===== config.mk =====
export PLATFORM = sky130hd
export DESIGN_NAME = spike_event_readout_arbiter
export DESIGN_NICKNAME = d
export VERILOG_FILES = /design/src/rtl/spike_event_readout_arbiter.sv
export SDC_FILE = /design/constraint.sdc
export NUM_CORES = 1
export LEC_CHECK = 0
export BUFFER_PORTS_ARGS = -buffer_cell sky130_fd_sc_hd__buf_4
export CORE_ASPECT_RATIO = 2
export CORE_MARGIN = 2
export CORE_UTILIZATION = 40
export DETAILED_ROUTE_END_ITERATION = 16
export HOLD_SLACK_MARGIN = 0.06
export PLACE_DENSITY = 0.71
export SLEW_MARGIN = 10
export SYNTH_ARGS = -nofsm -noshare
export SYNTH_HDL_FRONTEND = slang
export SYNTH_SLANG_ARGS = --single-unit

===== constraint.sdc =====
create_clock -name clk -period 2 [get_ports clk]
set_input_delay 0.3 -clock clk [delete_from_list [all_inputs] [get_ports clk]]
set_output_delay 0.3 -clock clk [all_outputs]
set_load 0.02 [all_outputs]

===== src/rtl/spike_event_readout_arbiter.sv =====
// Round-robin readout arbiter: latches per-unit spike events and queues {unit,event}
// words in a small FIFO that drains over a valid/ready handshake.
module spike_event_readout_arbiter #(
  parameter int NUM_UNITS  = 2,
  parameter int EVT_WIDTH  = 2,
  parameter int FIFO_DEPTH = 4,
  localparam int ID_WIDTH  = ($clog2(NUM_UNITS) > 1) ? $clog2(NUM_UNITS) : 1,
  localparam int LVL_WIDTH = $clog2(FIFO_DEPTH) + 1
) (
  input  logic                           clk,
  input  logic                           rst,
  input  logic [NUM_UNITS-1:0]           spike_in,
  input  logic [EVT_WIDTH*NUM_UNITS-1:0] event_in,
  input  logic [NUM_UNITS-1:0]           unit_mask,
  input  logic                           out_ready,
  output logic                           out_valid,
  output logic [ID_WIDTH-1:0]            out_unit,
  output logic [EVT_WIDTH-1:0]           out_event,
  output logic [LVL_WIDTH-1:0]           fifo_level,
  output logic                           overflow,
  input  logic                           overflow_clr
);

  localparam int PTR_WIDTH = $clog2(FIFO_DEPTH);

  logic [NUM_UNITS-1:0]          pending;
  logic [NUM_UNITS-1:0]          candidates;
  logic [NUM_UNITS-1:0]          granted;
  logic [NUM_UNITS-1:0]          drop;
  logic [EVT_WIDTH-1:0]          code [NUM_UNITS];
  logic [ID_WIDTH-1:0]           last_grant;
  logic [ID_WIDTH-1:0]           grant_idx;
  logic                          grant_valid;
  logic [ID_WIDTH+EVT_WIDTH-1:0] mem [FIFO_DEPTH];
  logic [PTR_WIDTH-1:0]          rd_ptr;
  logic [PTR_WIDTH-1:0]          wr_ptr;
  logic [LVL_WIDTH-1:0]          level;
  logic                          push;
  logic                          pop;

  assign candidates = pending & unit_mask;

  // Search starts one past the previous winner; only the registered level gates a push.
  always_comb begin
    int idx;
    idx         = 0;
    grant_valid = 1'b0;
    grant_idx   = '0;
    if (level < LVL_WIDTH'(FIFO_DEPTH)) begin
      for (int k = 1; k <= NUM_UNITS; k++) begin
        idx = (int'(last_grant) + k) % NUM_UNITS;
        if (!grant_valid && candidates[idx]) begin
          grant_valid = 1'b1;
          grant_idx   = ID_WIDTH'(idx);
        end
      end
    end
  end

  always_comb begin
    granted = '0;
    drop    = '0;
    for (int i = 0; i < NUM_UNITS; i++) begin
      granted[i] = grant_valid && (grant_idx == ID_WIDTH'(i));
      drop[i]    = unit_mask[i] & spike_in[i] & pending[i] & ~granted[i];
    end
  end

  // A unit being granted this cycle frees its slot, so a same-cycle spike is kept.
  always_ff @(posedge clk or posedge rst) begin
    if (rst) begin
      pending    <= '0;
      last_grant <= ID_WIDTH'(NUM_UNITS - 1);
      for (int i = 0; i < NUM_UNITS; i++) code[i] <= '0;
    end else begin
      for (int i = 0; i < NUM_UNITS; i++) begin
        if (!unit_mask[i]) begin
          pending[i] <= 1'b0;
        end else if (spike_in[i] && (!pending[i] || granted[i])) begin
          pending[i] <= 1'b1;
          code[i]    <= event_in[i*EVT_WIDTH +: EVT_WIDTH];
        end else if (granted[i]) begin
          pending[i] <= 1'b0;
        end
      end
      if (grant_valid) last_grant <= grant_idx;
    end
  end

  always_ff @(posedge clk or posedge rst) begin
    if (rst)                overflow <= 1'b0;
    else if (|drop)         overflow <= 1'b1;
    else if (overflow_clr)  overflow <= 1'b0;
  end

  assign push = grant_valid;
  assign pop  = out_valid & out_ready;

  always_ff @(posedge clk or posedge rst) begin
    if (rst) begin
      rd_ptr <= '0;
      wr_ptr <= '0;
      level  <= '0;
      for (int j = 0; j < FIFO_DEPTH; j++) mem[j] <= '0;
    end else begin
      if (push) begin
        mem[wr_ptr] <= {grant_idx, code[grant_idx]};
        wr_ptr      <= wr_ptr + 1'b1;
      end
      if (pop) rd_ptr <= rd_ptr + 1'b1;
      case ({push, pop})
        2'b10:   level <= level + 1'b1;
        2'b01:   level <= level - 1'b1;
        default: level <= level;
      endcase
    end
  end

  assign out_valid             = (level != '0);
  assign {out_unit, out_event} = mem[rd_ptr];
  assign fifo_level            = level;

endmodule


==> results of run 1 <==
[cell families after synthesis]
family	count (synthesis)
buffers and inverters	11
xor gates and xnor gates	6
and+or+nand+nor	15
DFF	27
AOI/OAI and AO/OA	11
adders and majority gates	6
muxes	22
[final timing paths]
kind	slack, ns	endpoint
worst min-delay path	0.08	fifo_level[0]
min in group clk	0.26	code[3]
worst max-delay path	0.14	fifo_level[2]
max in group asynchronous	1.62	last_grant
worst max register to register	0.14	fifo_level[2]
worst min register to register	0.51	code[0]
[synth_stat cells (2+ instances only)]
library cell	number
nor2_1	2
mux2_2	18
ha_1	5
mux4_2	3
inv_1	10
nand3_1	2
xnor2_1	3
dfrtp_1	26
o21ai_0	3
nand2_1	8
xor2_1	3
[final cells by class]
class | instances | area, um^2
repair buffers | 23 | 172.7
clock inverters | 1 | 5.005
multi-input cells | 60 | 605.6
well taps | 31 | 38.79
flip-flops and latches | 27 | 678.2
clock buffers | 3 | 41.29
fillers | 278 | 1578
inverters | 10 | 37.54
[per-layer routing]
metal | wire length, um | vias up
li1 | - | 389
met1 | 871 | 397
met2 | 1414 | 13
met3 | 48 | 5
met4 | 51 | 0
met5 | 0 | -
[worst min-delay path, cell delays in order]
cell   delay, ns
buf_4       0.10
inv_1       0.04
buf_4       0.32
[registers in the layout, indices dropped and copies added, names as in the netlist]
signal,count
code,4
fifo_level,3
last_grant,1
mem,12
overflow,1
pending,2
rd_ptr,2
wr_ptr,2
[stage by stage]
| stage | std cells | cell area (um^2) | hold WS [ns] |
|---|---|---|---|
| CTS | 155 | 1579 | 0.09226 |
| floorplan | 98 | 1335 | 0.3519 |
| finish | 155 | 1579 | 0.08163 |
| global route | 155 | 1579 | 0.1104 |
| detailed placement | 151 | 1533 | 0.3890 |
| global placement | 151 | 1533 | 0.3799 |
[power groups by stage]
| stage | combinational, W | clock [W] | sequential [W] |
|---|---|---|---|
| 4_1_cts | 0.000986 | 0.000314 | 0.000964 |
| 6_report | 0.000969 | 0.000304 | 0.000959 |
| 2_1_floorplan | 0.000680 | 0 | 0.000959 |
| 3_5_place_dp | 0.000979 | 0 | 0.000977 |
| 5_1_grt | 0.00108 | 0.000334 | 0.000992 |
| 3_3_place_gp | 0.000942 | 0 | 0.000958 |
==> flow_summary.json, run 1 <==
{
  "switchingPower_w": 0.0007843,
  "met1_usage_pct": 17.73,
  "fin_ws_ns": 0.1361,
  "comb_power_share_pct": 43.4,
  "fin_nets": 143,
  "dieArea_mm2": 0.003753,
  "layout_common_cells": "dfrtp_1 (25), buf_4 (23), mux2_2 (18), inv_1 (9), nand2_1 (8)",
  "die_h_um": 84.66,
  "clockBufferDepth": 2,
  "crit_slowest_cell": "dfrtp_1",
  "vias_per_cell": 5.187,
  "fp.dieW_um": 44.33,
  "slew_headroom_pct": 76.84,
  "cp.depth": 8,
  "crit_chain": "or3_4, and2_4, ha_4, inv_2, fa_2, xor2_1, nor2_1, xor2_1",
  "synth_top_area_cell": "dfrtp_1",
  "insertedDiodeCount": 0,
  "synthSimpleGateAreaFrac_pct": 5.385,
  "critical_path_buf_inv_count": 1,
  "place_ws_ns": 0.1556,
  "yosys.area_share.adder_pct": 6.346,
  "synth_top_area_share_pct": 50.00,
  "hpwl_um": 1941,
  "crit_family": "simple AND/OR/NAND/NOR gates",
  "drt_first_iter_violations": 13,
  "cts_setup_buffers": 0,
  "grt_pass1_wl_um": 4243,
  "synthArstFlopShare_pct": 100.0,
  "drive_gt1_share_pct": 46.77,
  "synth_ff_type": "dfrtp_1",
  "seq_area_frac_synth_pct": 52.02,
  "ir_drop_v": 0.0007403,
  "final-hold-violation-count": 0,
  "power_frac_seq_pct": 43.0,
  "finClkSkew_ns": 0.002500,
  "use_met2_pct": 27.94,
  "syn_inst": 98,
  "drv_slew": 0,
  "vias": 804,
  "synth_top_family_by_area": "multiplexers",
  "crit_fanout": 4,
  "totalPowerFinal_w": 0.002231,
  "synth_compound_area_share_pct": 7.500,
  "grt_pass1_vias": 852,
  "crit_start": "fifo_level[0]",
  "final_core_util_pct": 50.02,
  "muxShareOfSynthArea_pct": 21.54,
  "post-route-period-util_pct": 93.20,
  "required_ns": 2.16,
  "arrival_ns": 2.03,
  "synth_area_leaders": "dfrtp_1 (50%), mux2_2 (16%), mux4_2 (5.2%), ha_1 (4.8%), inv_1 (2.9%)",
  "rows": 29,
  "cp-start-kind": "flop",
  "setup_viol": 0,
  "wl_um": 2384,
  "drt_first_pass_iters": 2,
  "core_area_mm2": 0.003157,
  "p_int_w": 0.001447,
  "ctsResizeCount": 0,
  "busiest_layer": "met2",
  "gr-total-overflow": 0,
  "ctsRootBufferMaster": "clkbuf_8",
  "grt_use_total_pct": 15.52,
  "synth_edf_count": 0,
  "final.min_clock_period_ns": 1.864,
  "final_antenna_net_count": 0,
  "worst_pin_slew_ns": 0.3475,
  "hold_class": "input pin to async pin",
  "wl_per_cell_um": 15.38,
  "synth_xor_area_share_pct": 4.038,
  "path_class": "flop to flop",
  "yosysUniqueCellTypes": 26,
  "critPathMostFrequentCell": "xor2_1",
  "maxCapViolCount": 0,
  "avgSynthCellArea_um2": 13.28,
  "htree_levels": 1,
  "cts_buffers": 3,
  "areaGrowthSynthToFinish_pct": 21.35,
  "clk_pin_slew_ns": 0.09,
  "syn_nets": 116,
  "cp-end-kind": "flop",
  "antenna_found_initial": 0,
  "p_sw_share_pct": 35.15,
  "ff2ff_path_depth": 8,
  "power_frac_clock_pct": 13.6,
  "fmax_mhz": 536.5,
  "synth_area_mm2": 0.001301,
  "hold_buffers": 0,
  "synth-seq-cells": 27,
  "cp_slowest_stage_delay_ns": 0.43,
  "place.gp.congestion": 0.6849,
  "port_buffers": 19,
  "grt_max_degree": 28,
  "start_util_pct": 41.22,
  "grt_util_met3_pct": 1.290,
  "final_common_cell": "dfrtp_1",
  "ios": 20,
  "finalSetupTns_ns": 0,
  "worstReg2RegStart": "fifo_level[0]",
  "powerDensity_mw_per_mm2": 1413,
  "rsz0062_at_grt": "no",
  "cts_tree": "done",
  "insertion_delay_ns": 0.27,
  "status": "complete, no violations",
  "yosysWarnings": 0,
  "p_leak_nw": 0.7304,
  "drc": 0,
  "clkSinkCount": 27
}
Note: power is estimated with default switching activity, not from simulation.
==> run 2: changes to the inputs <==
--- a/config.mk
+++ b/config.mk
@@ -12,6 +12,7 @@
 export DETAILED_ROUTE_END_ITERATION = 16
 export HOLD_SLACK_MARGIN = 0.06
 export PLACE_DENSITY = 0.71
+export SETUP_SLACK_MARGIN = 0.5
 export SLEW_MARGIN = 10
 export SYNTH_ARGS = -nofsm -noshare
 export SYNTH_HDL_FRONTEND = slang
==> run 2 against run 1 <==
Critical endpoint unchanged. Utilization increased by 3.6 points. Largest cell class unchanged. Setup slack better by 0.022 ns. Sequential share of layout area down 2.6 points. Die area stayed put. Via count up 6.8%. Worst hold slack worse by 0.011 ns. Highest routed layer unchanged. Non-clock buffer count rose by 8. Clock-buffer cell count unchanged. Global-route usage increased by 0.092 points. Clock power grew 2%.
==> flow_summary.json, run 2 (same netlist as run 1, synthesis figures left out) <==
{
  "status": "complete, no violations",
  "clk_pin_slew_ns": 0.09,
  "start_util_pct": 41.22,
  "rrSetupSlack_ns": 0.16,
  "ff2ff_path_depth": 8,
  "rsz0062_at_grt": "yes",
  "rr_endpoint": "fifo_level[2]",
  "cts_tree": "done",
  "grt_use_total_pct": 15.61,
  "port_buffers": 19,
  "crit_fanout": 2,
  "largest_register_ffs": 12,
  "worst_pin_slew_ns": 0.4008,
  "final-hold-violation-count": 0,
  "hold_class": "input pin to async pin",
  "crit_start": "fifo_level[2]",
  "dpl.cell_count": 151,
  "met1_usage_pct": 16.76,
  "drt_first_pass_iters": 2,
  "drv_slew": 0,
  "dieArea_mm2": 0.003753,
  "layout_common_cells": "buf_4 (23), dfrtp_1 (22), mux2_2 (16), inv_1 (9), buf_6 (8)",
  "htree_levels": 1,
  "maxCapViolCount": 0,
  "ios": 20,
  "vias": 859,
  "clkSinkCount": 27,
  "finClkSkew_ns": 0.004053,
  "final.min_clock_period_ns": 1.842,
  "post-route-period-util_pct": 92.11,
  "areaGrowthSynthToFinish_pct": 30.00,
  "cp_slowest_stage_delay_ns": 0.43,
  "grt_util_met3_pct": 1.290,
  "busiest_layer": "met2",
  "gr-total-overflow": 0,
  "fin_nets": 151,
  "die_h_um": 84.66,
  "critical_path_buf_inv_count": 1,
  "ir_drop_v": 0.0007734,
  "cts_buffers": 3,
  "cp.depth": 8,
  "critPathMostFrequentCell": "xor2_1",
  "slew_headroom_pct": 73.28,
  "insertion_delay_ns": 0.27,
  "grt_max_degree": 28,
  "powerDensity_mw_per_mm2": 1443,
  "crit_slowest_cell": "dfrtp_2",
  "grt_pass1_vias": 953,
  "worstReg2RegStart": "fifo_level[2]",
  "fmax_mhz": 542.8,
  "wl_per_cell_um": 15.30,
  "crit_chain": "or3_4, and2_4, ha_4, inv_2, fa_2, xor2_1, nor2_1, xor2_1",
  "final_common_cell": "buf_4",
  "rows": 29,
  "drc": 0,
  "endpoint": "fifo_level[2]",
  "regMostFlops": "mem",
  "setup_viol": 0,
  "use_met2_pct": 28.48,
  "path_class": "flop to flop",
  "required_ns": 2.16,
  "grt_pass1_wl_um": 4271,
  "final_antenna_net_count": 0,
  "core_area_mm2": 0.003157,
  "p_leak_nw": 0.7840,
  "cp-start-kind": "flop",
  "cp-end-kind": "flop",
  "antenna_found_initial": 0,
  "wl_um": 2494,
  "fp.dieW_um": 44.33,
  "stdcell_count": 163,
  "vias_per_cell": 5.270,
  "insertedDiodeCount": 0,
  "final_core_util_pct": 53.59,
  "crit_family": "simple AND/OR/NAND/NOR gates",
  "place.gp.congestion": 0.7604,
  "clockBufferDepth": 2,
  "hpwl_um": 1919,
  "drt_first_iter_violations": 6,
  "hold_buffers": 0,
  "ctsRootBufferMaster": "clkbuf_8",
  "arrival_ns": 2.00,
  "drive_gt1_share_pct": 54.55
}
-- run 2: cell types whose count changed in the layout (fill, tap and decap cells not counted), sizes merged --
cell / before / now
buf: 23 / 31
-- run 2: worst min-delay path by stage --
stage,depth (start not counted),slack (ns),to
3_5_place_dp,3,0.39,rd_ptr[0]
5_1_grt,3,0.11,mem[8]
3_3_place_gp,3,0.38,fifo_level[0]
2_1_floorplan,1,0.35,code[0]
4_1_cts,3,0.08,mem[8]
6_report,3,0.07,rd_ptr[0]
-- run 2: report_power, final --
group	switching (W)	internal, W
sequential	0.000158	0.000787
clock	0.000171	0.000140
combinational	0.000519	0.000667
total	0.000847	0.00159
-- run 2: stage by stage --
step | setup slack (ns) | power [W] | setup TNS, ns | hold slack (ns) | instance area, um^2
global placement | 0.2065 | 0.001908 | 0 | 0.3801 | 1540
finish | 0.1577 | 0.002441 | 0 | 0.07044 | 1692
detailed placement | 0.08781 | 0.001976 | 0 | 0.3889 | 1540
global route | 0.1025 | 0.002610 | 0 | 0.1069 | 1692
floorplan | -0.006561 | 0.001648 | -0.006561 | 0.3519 | 1343
CTS | 0.1616 | 0.002430 | 0 | 0.08312 | 1663
-- run 2: repair_timing --
item | in CTS | in global routing
setup buffers | 7 | 1
setup endpoints to repair | 18 | 22
gates resized for setup | 9 | 6
pin swaps | 1 | 3
-- run 2: layout make-up --
class | count | area [um^2]
fill | 278 | 1465
sequential | 27 | 681.9
multi-input combinational | 60 | 624.3
timing repair buffer | 31 | 262.8
clock buffer | 3 | 41.29
tap | 31 | 38.79
inverter | 10 | 37.54
clock inverter | 1 | 5.005
-- run 2: worst reg2reg max path, stage by stage, from the launching register on --
cell,delay [ns]
dfrtp_2,0.43
or3_4,0.37
and2_4,0.16
ha_4,0.15
inv_2,0.04
fa_2,0.19
xor2_1,0.16
nor2_1,0.08
xor2_1,0.14
-- run 2: layer usage --
layer | share of wire [%] | routed length (um) | vias up
met2 | 60 | 1489 | 15
met5 | 0 | 0 | -
met3 | 2.3 | 57 | 5
met4 | 2.2 | 54 | 0
li1 | - | - | 405
met1 | 36 | 893 | 434
==> run 3: changes to the inputs <==
==> constraint.sdc (replaced) <==
create_clock -name clk -period 2 [get_ports clk]
set_input_delay 0.4 -clock clk [delete_from_list [all_inputs] [get_ports clk]]
set_output_delay 0.4 -clock clk [all_outputs]
set_load 0.02 [all_outputs]
==> run 3 against run 2 <==
Critical path depth unchanged. Register-to-register slack improved by 0.02 ns. Combinational power up 5%. Largest cell class unchanged. Critical endpoint unchanged. Utilization rose by 0.99 points. Sequential share of layout area fell by 0.80 points. Via count up 0.23%. Highest routed layer unchanged. Final cell count increased by 1.2%. Sequential power hardly changed.
==> flow_summary.json, run 3 (same netlist as run 1, synthesis figures left out) <==
{
  "cp-end-kind": "flop",
  "p_leak_nw": 0.8040,
  "final_antenna_net_count": 0,
  "crit_fanout": 2,
  "drive_gt1_share_pct": 57.46,
  "start_util_pct": 41.22,
  "fin_nets": 153,
  "dieArea_mm2": 0.003753,
  "areaGrowthSynthToFinish_pct": 32.40,
  "wl_per_cell_um": 15.24,
  "final_common_cell": "buf_4",
  "hpwl_um": 1851,
  "grt_pass1_vias": 942,
  "fmax_mhz": 550.0,
  "p_sw_share_pct": 34.43,
  "finalInstanceArea_mm2": 0.001723,
  "gr-total-overflow": 0,
  "finalSetupTns_ns": 0,
  "vias_per_cell": 5.218,
  "layout_common_cells": "buf_4 (24), dfrtp_1 (23), mux2_2 (15), inv_1 (9), buf_6 (9)",
  "p_int_w": 0.001639,
  "ir_drop_v": 0.0007790,
  "fp.dieW_um": 44.33,
  "drt_first_pass_iters": 2,
  "insertedDiodeCount": 0,
  "worst_pin_slew_ns": 0.3717,
  "switchingPower_w": 0.0008605,
  "powerDensity_mw_per_mm2": 1451,
  "arrival_ns": 1.98,
  "final_core_util_pct": 54.58,
  "hold_buffers": 0,
  "slew_headroom_pct": 75.22,
  "antenna_found_initial": 0,
  "cts_buffers": 3,
  "maxCapViolCount": 0,
  "htree_levels": 1,
  "insertion_delay_ns": 0.27,
  "drv_slew": 0,
  "vias": 861,
  "clockBufferDepth": 2,
  "grt_pass1_wl_um": 4257,
  "core_area_mm2": 0.003157,
  "path_class": "flop to flop",
  "place.gp.congestion": 0.7454,
  "power_frac_clock_pct": 12.3,
  "required_ns": 2.16,
  "drt_first_iter_violations": 10,
  "fill_cells": 272,
  "setup_viol": 0,
  "grt_max_degree": 28,
  "final-hold-violation-count": 0,
  "hold_class": "input pin to async pin",
  "finClkSkew_ns": 0.003952,
  "power_frac_seq_pct": 37.8,
  "port_buffers": 19,
  "place_area_mm2": 0.001540,
  "clkSinkCount": 27,
  "rsz0062_at_grt": "yes",
  "ctsRootBufferMaster": "clkbuf_8",
  "grt_use_total_pct": 15.83,
  "clk_pin_slew_ns": 0.09,
  "drc": 0,
  "regMostFlops": "mem",
  "rows": 29,
  "largest_register_ffs": 12,
  "comb_power_share_pct": 49.9,
  "cts_tree": "done",
  "totalPowerFinal_w": 0.002499,
  "status": "complete, no violations",
  "cp-start-kind": "flop",
  "final.min_clock_period_ns": 1.818,
  "post-route-period-util_pct": 90.90,
  "die_h_um": 84.66,
  "wl_um": 2515,
  "ios": 20
}
[run 3: changes by cell type in the layout (fill, tap and decap cells not counted)]
cell,delta
buf_6,+1
mux2_4,+1
dfrtp_1,+1
mux2_2,-1
buf_4,+1
nand2_2,+4
nand2_1,-4
dfrtp_2,-1
[run 3: stage by stage]
stage,hold WS (ns),std cells,worst slack [ns]
2_1_floorplan,0.4519,98,-0.006561
3_3_place_gp,0.4765,151,0.1412
3_5_place_dp,0.4870,151,0.08776
4_1_cts,0.1898,164,0.1459
5_1_grt,0.2008,165,0.09827
6_report,0.1799,165,0.1819
[run 3: per-layer routing]
layer	share of wire [%]	GRT usage (%)	vias to the layer above
met5	0	0	-
met4	2.1	7.989	0
met3	1.8	2.151	5
met2	62	30.21	15
met1	34	15.10	431
li1	-	-	410
[run 3: final timing paths]
check | slack [ns] | start | endpoint | cells after the start
worst max register to register | 0.18 | fifo_level[2] | fifo_level[2] | 8
min in group clk | 0.35 | event_in[1] | code[3] | 2
worst max-delay path | 0.18 | fifo_level[2] | fifo_level[2] | 8
worst min register to register | 0.51 | mem[2] | mem[2] | 1
max in group asynchronous | 1.52 | rst | last_grant | 3
worst min-delay path | 0.18 | rst | rd_ptr[1] | 3
[run 3: final cells by class]
| class | instances | area [um^2] | share of cell area, % |
|---|---|---|---|
| Tap cell | 31 | 38.79 | 2.251 |
| Timing Repair Buffer | 33 | 281.5 | 16.34 |
| Multi-Input combinational cell | 60 | 638.1 | 37.04 |
| Inverter | 10 | 37.54 | 2.179 |
| Sequential cell | 27 | 680.7 | 39.51 |
| Clock buffer | 3 | 41.29 | 2.397 |
| Clock inverter | 1 | 5.005 | 0.2905 |
[run 3: worst max-delay path: stages, from the launching register on]
cell and delay [ns]:
dfrtp_2 0.42, or3_4 0.38, and2_4 0.16, ha_4 0.16
inv_2 0.05, fa_2 0.19, xor2_1 0.15, nor2_1 0.07
xor2_1 0.13
[run 3: repair_timing]
item	4_1_cts	5_1_grt
gates resized for setup	11	9
endpoints found under the setup margin	18	26
pin swaps	7	5
hold endpoints to repair	0	0
buffers inserted	9	1
[run 3: power groups by stage]
stage	Combinational [W]	Sequential [W]	Clock, W
after floorplan	0.000687	0.000960	0
after global routing	0.00136	0.000976	0.000336
after CTS	0.00119	0.000949	0.000314
after global placement	0.000947	0.000959	0
final	0.00125	0.000945	0.000308
after detailed placement	0.000994	0.000972	0
